File: src/rtl/uart_rx_top.sv
// uart_rx_top: UART receiver with 16x oversampling and a show-ahead receive FIFO.
// Frames are 8N1 by default. Defining RX_PARITY_EN switches the frame to 8E1,
// adds a PARITY state and the parity_error output.
//
// state     | meaning
// S_IDLE    | line idle, waiting for rx_s to go low
// S_START   | confirming the start bit at its middle (8th tick)
// S_DATA    | sampling 8 data bits LSB first, one every 16 ticks
// S_PARITY  | sampling the even parity bit (RX_PARITY_EN only)
// S_STOP    | sampling the stop bit, deciding write / overrun / framing error
// S_WAIT    | after a framing error, waiting for the line to return high
module uart_rx_top #(
   parameter int CLK_FREQ   = 100_000_000,
   parameter int BAUD_RATE  = 19200,
   parameter int FIFO_DEPTH = 16
) (
   input  logic       clk,
   input  logic       rst,
   input  logic       rx_pin,
   input  logic       read_enable,
   output logic [7:0] dout,
   output logic       fifo_empty,
   output logic       fifo_full,
   output logic       rx_done,
   output logic       framing_error,
`ifdef RX_PARITY_EN
   output logic       parity_error,
`endif
   output logic       overrun
);

   localparam int DIV_RAW = CLK_FREQ / (BAUD_RATE * 16);
   localparam int DIV     = (DIV_RAW < 1) ? 1 : DIV_RAW;
   localparam int TICK_W  = (DIV > 1) ? $clog2(DIV) : 1;
   localparam int PTR_W   = $clog2(FIFO_DEPTH);
   localparam int CNT_W   = $clog2(FIFO_DEPTH + 1);
   localparam logic [TICK_W-1:0] TICK_LAST = TICK_W'(DIV - 1);
   localparam logic [CNT_W-1:0]  CNT_FULL  = CNT_W'(FIFO_DEPTH);

   typedef enum logic [2:0] {
      S_IDLE,
      S_START,
      S_DATA,
`ifdef RX_PARITY_EN
      S_PARITY,
`endif
      S_STOP,
      S_WAIT
   } state_t;

   state_t state_q, state_d;

   logic              rx_meta_q, rx_s_q;
   logic              rx_s;
   logic [TICK_W-1:0] tick_cnt_q, tick_cnt_d;
   logic [3:0]        samp_cnt_q, samp_cnt_d;
   logic [2:0]        bit_idx_q, bit_idx_d;
   logic [7:0]        shift_q, shift_d;
   logic              tick, mid_start, bit_end;
   logic              par_bad;

   logic              shift_en, stop_smp, frame_ok;
   logic              push, pop, ovr_set, ferr_set, perr_set;

   logic              rx_done_q, framing_q, overrun_q, parity_q;

   logic [7:0]        mem_q [FIFO_DEPTH];
   logic [PTR_W-1:0]  wr_ptr_q, rd_ptr_q;
   logic [CNT_W-1:0]  count_q, count_d;

   // Two-flop synchroniser; idles high so reset never looks like a start bit.
   always_ff @(posedge clk or negedge rst) begin
      if (!rst) begin
         rx_meta_q <= 1'b1;
         rx_s_q    <= 1'b1;
      end else begin
         rx_meta_q <= rx_pin;
         rx_s_q    <= rx_meta_q;
      end
   end

   assign rx_s      = rx_s_q;
   assign tick      = (state_q != S_IDLE) && (tick_cnt_q == TICK_LAST);
   assign mid_start = (state_q == S_START) && tick && (samp_cnt_q == 4'd7);
   assign bit_end   = tick && (samp_cnt_q == 4'd15);

   // Oversample divider and per-bit tick counter; both held at zero while idle
   // so every frame is timed from its own start edge.
   always_comb begin
      tick_cnt_d = tick_cnt_q;
      samp_cnt_d = samp_cnt_q;
      if (state_q == S_IDLE) begin
         tick_cnt_d = '0;
         samp_cnt_d = '0;
      end else begin
         if (tick) tick_cnt_d = '0;
         else      tick_cnt_d = tick_cnt_q + TICK_W'(1);
         if (mid_start) samp_cnt_d = '0;
         else if (tick) samp_cnt_d = samp_cnt_q + 4'd1;
      end
   end

   // FSM state register.
   always_ff @(posedge clk or negedge rst) begin
      if (!rst) state_q <= S_IDLE;
      else      state_q <= state_d;
   end

   // FSM next-state logic.
   always_comb begin
      state_d = state_q;
      case (state_q)
         S_IDLE:   if (!rx_s) state_d = S_START;
         S_START:  if (mid_start) state_d = rx_s ? S_IDLE : S_DATA;
         S_DATA: begin
            if (bit_end && (bit_idx_q == 3'd7)) begin
`ifdef RX_PARITY_EN
               state_d = S_PARITY;
`else
               state_d = S_STOP;
`endif
            end
         end
`ifdef RX_PARITY_EN
         S_PARITY: if (bit_end) state_d = S_STOP;
`endif
         S_STOP:   if (bit_end) state_d = rx_s ? S_IDLE : S_WAIT;
         S_WAIT:   if (rx_s) state_d = S_IDLE;
         default:  state_d = S_IDLE;
      endcase
   end

   // FSM outputs: sampling strobes and the end-of-frame decision. A pop in the
   // same cycle frees a slot, so a full FIFO still accepts the byte then.
   always_comb begin
      shift_en = (state_q == S_DATA) && bit_end;
      stop_smp = (state_q == S_STOP) && bit_end;
      pop      = read_enable && (count_q != '0);
      frame_ok = stop_smp && rx_s && !par_bad;
      push     = frame_ok && ((count_q != CNT_FULL) || pop);
      ovr_set  = frame_ok && (count_q == CNT_FULL) && !pop;
      ferr_set = stop_smp && !rx_s;
      perr_set = stop_smp && par_bad;
   end

   // Bit index and shift register next values.
   always_comb begin
      bit_idx_d = bit_idx_q;
      shift_d   = shift_q;
      if (mid_start) begin
         bit_idx_d = 3'd0;
      end else if (shift_en) begin
         shift_d[bit_idx_q] = rx_s;
         bit_idx_d          = bit_idx_q + 3'd1;
      end
   end

   // Deserialiser registers.
   always_ff @(posedge clk or negedge rst) begin
      if (!rst) begin
         tick_cnt_q <= '0;
         samp_cnt_q <= '0;
         bit_idx_q  <= '0;
         shift_q    <= '0;
      end else begin
         tick_cnt_q <= tick_cnt_d;
         samp_cnt_q <= samp_cnt_d;
         bit_idx_q  <= bit_idx_d;
         shift_q    <= shift_d;
      end
   end

`ifdef RX_PARITY_EN
   logic par_bad_q, par_bad_d;

   // Parity verdict is held from the parity sample until the stop decision.
   always_comb begin
      par_bad_d = par_bad_q;
      if (state_q == S_IDLE)
         par_bad_d = 1'b0;
      else if ((state_q == S_PARITY) && bit_end)
         par_bad_d = (rx_s != (^shift_q));
   end

   // Parity verdict register.
   always_ff @(posedge clk or negedge rst) begin
      if (!rst) par_bad_q <= 1'b0;
      else      par_bad_q <= par_bad_d;
   end

   assign par_bad      = par_bad_q;
   assign parity_error = parity_q;
`else
   assign par_bad = 1'b0;
`endif

   // Status pulses, one cycle after the stop-sample tick.
   always_ff @(posedge clk or negedge rst) begin
      if (!rst) begin
         rx_done_q <= 1'b0;
         framing_q <= 1'b0;
         overrun_q <= 1'b0;
         parity_q  <= 1'b0;
      end else begin
         rx_done_q <= push;
         framing_q <= ferr_set;
         overrun_q <= ovr_set;
         parity_q  <= perr_set;
      end
   end

   // FIFO occupancy next value.
   always_comb begin
      count_d = count_q;
      case ({push, pop})
         2'b10:   count_d = count_q + CNT_W'(1);
         2'b01:   count_d = count_q - CNT_W'(1);
         default: count_d = count_q;
      endcase
   end

   // FIFO storage and pointers; storage is cleared so dout is 0 out of reset.
   always_ff @(posedge clk or negedge rst) begin
      if (!rst) begin
         for (int i = 0; i < FIFO_DEPTH; i++) mem_q[i] <= 8'h00;
         wr_ptr_q <= '0;
         rd_ptr_q <= '0;
         count_q  <= '0;
      end else begin
         if (push) begin
            mem_q[wr_ptr_q] <= shift_q;
            wr_ptr_q        <= wr_ptr_q + PTR_W'(1);
         end
         if (pop) rd_ptr_q <= rd_ptr_q + PTR_W'(1);
         count_q <= count_d;
      end
   end

   assign dout          = mem_q[rd_ptr_q];
   assign fifo_empty    = (count_q == '0);
   assign fifo_full     = (count_q == CNT_FULL);
   assign rx_done       = rx_done_q;
   assign framing_error = framing_q;
   assign overrun       = overrun_q;

endmodule
File: config.mk
export PLATFORM = sky130hd
export DESIGN_NAME = uart_rx_top
export DESIGN_NICKNAME = d
export VERILOG_FILES = /design/src/rtl/uart_rx_top.sv
export SDC_FILE = /design/constraint.sdc
export NUM_CORES = 1
export LEC_CHECK = 0
export BUFFER_PORTS_ARGS = -buffer_cell sky130_fd_sc_hd__buf_4
export CAP_MARGIN = 10
export CORE_MARGIN = 10
export CORE_UTILIZATION = 62
export CTS_CLUSTER_DIAMETER = 120
export DETAILED_ROUTE_END_ITERATION = 8
export HOLD_SLACK_MARGIN = 0.15
export PLACE_DENSITY_LB_ADDON = 0.12
export REMOVE_ABC_BUFFERS = 1
export SLEW_MARGIN = 40
export SYNTH_ARGS = -nofsm -noshare
export SYNTH_HDL_FRONTEND = slang
export SYNTH_SLANG_ARGS = --single-unit
File: constraint.sdc
create_clock -name clk -period 4 [get_ports clk]
set_clock_uncertainty 0.05 [all_clocks]
set_input_delay 0.4 -clock clk [delete_from_list [all_inputs] [get_ports clk]]
set_output_delay 0.4 -clock clk [all_outputs]
set_load 0.01 [all_outputs]
==> flow_summary.yaml <==
synthesis:
  avgSynthCellArea_um2: 14.1
  synth_edf_count: 0
  synth_cell_types: 52
  ys.flop_type: "dfrtp_1"
  ys_seq_elements: 173
  yosysWarningCount: 0
  synth_top_cells_by_area: "dfrtp_1, mux2_2, mux4_2, nor3_4, ha_1"
  syn_inst: 588
  synth_top_cell_area_share_pct: 51.6
  yosys.area.top_type: "dfrtp_1"
  syn_area_mm2: 0.00830
  seq_area_frac_synth_pct: 52.2
  synthArstFlopShare_pct: 100
pwr:
  swShare_pct: 27.3
  p_int_uw: 3070
  switchingPower_uw: 1150
  ir_drop_uv: 442
  clkPwrFrac_pct: 39.9
  p_per_area_mw_per_mm2: 457
  seqPwrFrac_pct: 45.7
  p_leak_uw: 0.00445
  comb_power_share_pct: 14.4
route:
  drc: 0
  viasPerCell: 6.26
  wire_per_inst_um: 21.5
  dr_total_vias: 4919
  firstDrtPassIters: 6
  finalWirelength_um: 16900
  ant_nets: 0
  drt-initial-drc-count: 249
clock_network:
  htree_levels: 4
  cts.sinks: 173
  cts.clk_slew.worst_paths_ns: 0.06
  cts_buffer_depth: 2
  cts_root_buf: "clkbuf_16"
  cts_tree: "yes"
  clk_latency_ns: 0.42
  numCtsBuffers: 17
  postCtsSetupBuffers: 0
placement:
  globalplace.congestion: 0.799
  io_buffers: 16
  dp.final_hpwl_um: 11000
die:
  io_pins: 17
  die-area_mm2: 0.0184
  die-height_um: 136
  fp.coreArea_mm2: 0.0132
  std_cell_rows: 42
  start_util_pct: 62.9
  die_w_um: 136
worst_setup_path:
  startpoint: "rx_s"
  path_class: "register to register"
  endpoint: "count_q[4]"
  path_max_fanout: 13
  r2r_end: "count_q[4]"
  arrival_ns: 3.31
  crit_required_ns: 4.25
  worstReg2RegStart: "rx_s"
  cp-start-kind: "register"
  rrSetupSlack_ns: 0.94
  critPathCaptureType: "register"
  r2r_cells: 10
global_route:
  grt-ovfl-total: 0
  grt_pass1_wl_um: 28400
  grt-busiest-layer: "met2"
  grt_pass1_vias: 5289
  grt_use_met2_pct: 33.2
  use_met3_pct: 4.38
  grt_antenna_before_repair: 0
  grt_max_degree: 108
  grtUsageMet1_pct: 25.1
  grtUsageTotal_pct: 19.8
sta:
  slew_headroom_pct: 48.2
  rsz0062_at_grt: "false"
  setup_violations: 0
  worstMarginPinSlew_ns: 0.773
  min_period_over_period_pct: 76.5
  tns_ns: 0
  max_freq_mhz: 327
  holdWs_ns: 0.315
  final.min_clock_period_ns: 3.06
  hold_viol: 0
  drv_slew: 0
run_status:
  status: "finished clean"
finish:
  nets: 616
  n_antenna_cell: 0
  final_layout_size_suffix_gt1_share_pct: 41.3
  final_util_pct: 70.0
  area_delta_synth_final_pct: 11.2
  mostFrequentLayoutCells: "dfrtp_1, mux2_2, mux4_2, nand2_1, nor2_1"
  final_common_cell: "dfrtp_1"
job:
  cap_violations: 0
min_path:
  hold_path.class: "register to register"
==> worst min path at each step <==
stage	depth (start not counted)	slack, ns	end	startpoint
after global routing	0	0.32	rx_s	rx_meta_q
after global placement	0	0.30	rx_s	rx_meta_q
after CTS	0	0.31	rx_s	rx_meta_q
final	0	0.31	rx_s	rx_meta_q
after floorplan	0	0.05	bit_idx_q[0]	rst
after detailed placement	0	0.31	rx_s	rx_meta_q
==> layer usage <==
| layer | wire length [um] | vias up | share of wire [%] |
|---|---|---|---|
| li1 | - | 2193 | - |
| met1 | 7340 | 2624 | 43 |
| met2 | 8810 | 76 | 52 |
| met3 | 486 | 26 | 2.9 |
| met4 | 246 | 0 | 1.5 |
| met5 | 0 | - | 0 |
==> area by class of cell <==
type	instances	area, um2
fill	886	3960
inverter	10	37.5
clock inverter	13	166
multi-input combinational	370	3780
clock buffer	18	439
timing repair buffer	26	255
sequential	173	4330
tap	176	220
==> cell families (layout without fill, tap and decap cells) <==
group                      count (synthesis)  in the layout  share of synthesized area, %
xor gates and xnor gates                  20             20                          2.11
AOI/OAI and AO/OA                         35             35                          2.99
adders and majority gates                 14             14                          2.11
DFF                                      173            173                          52.2
muxes                                    174            174                          27.9
buffers and inverters                     45             67                          2.47
and+or+nand+nor                          127            127                          10.2
==> power by group through the flow <==
| stage | sequential, uW | combinational, uW | clock [uW] |
|---|---|---|---|
| 2_1_floorplan | 2000 | 327 | 0 |
| 3_3_place_gp | 1950 | 591 | 0 |
| 3_5_place_dp | 1960 | 606 | 0 |
| 4_1_cts | 1920 | 610 | 1710 |
| 5_1_grt | 1940 | 660 | 1780 |
| 6_report | 1930 | 608 | 1680 |
==> flip-flops by register name (all words and copies together) (netlist names) <==
| name | flops |
|---|---|
| tick_cnt_q | 9 |
| rx_meta_q | 1 |
| shift_q | 8 |
| rx_done | 1 |
| mem_q | 128 |
| framing_error | 1 |
| overrun | 1 |
| count_q | 5 |
| state_q | 3 |
| wr_ptr_q | 4 |
| rx_s | 1 |
| rd_ptr_q | 4 |
| bit_idx_q | 3 |
| samp_cnt_q | 4 |
==> worst max-delay path, stage by stage (launching register included) <==
cell and delay, ns:
dfstp_2 0.66, nand4b_1 0.16, a311o_2 0.34, or2_2 0.31
ha_1 0.32, xor2_1 0.18, ha_1 0.22, or2_2 0.29
a31oi_1 0.17, o31ai_1 0.09, xor2_1 0.15
==> cell usage after synthesis, types with 3 or more instances <==
library cell and n:
nor2b_1 5, inv_1 10, nand4b_1 5, nand4_1 6, dfrtp_1 171, nand3_1 16
buf_4 4, buf_1 5, xnor2_1 5, clkbuf_1 19, mux2_2 140, buf_2 4
nor3_2 3, a21oi_1 7, nand2_1 28, mux4_2 32, nor2_1 21, xor2_1 15
nor3_4 13, nor3_1 4, or2_2 3, a22oi_1 16, ha_1 14
==> per-stage QoR <==
| stage | cells | power, uW | setup slack (ns) | area [um2] |
|---|---|---|---|---|
| after floorplan | 553 | 2330 | 0.275 | 8130 |
| after global placement | 751 | 2540 | 1.04 | 8550 |
| after detailed placement | 751 | 2560 | 0.935 | 8550 |
| after CTS | 785 | 4240 | 0.938 | 9190 |
| after global routing | 786 | 4390 | 0.773 | 9230 |
| final | 786 | 4220 | 0.939 | 9230 |
==> repair_timing <==
| action | 4_1_cts | 5_1_grt |
|---|---|---|
| hold endpoints to repair | 105 | 0 |
| setup endpoints to repair | 0 | 0 |
| hold buffers | 3 | 0 |
| resized for setup | 0 | 0 |
(Power assumes the default switching activity.)
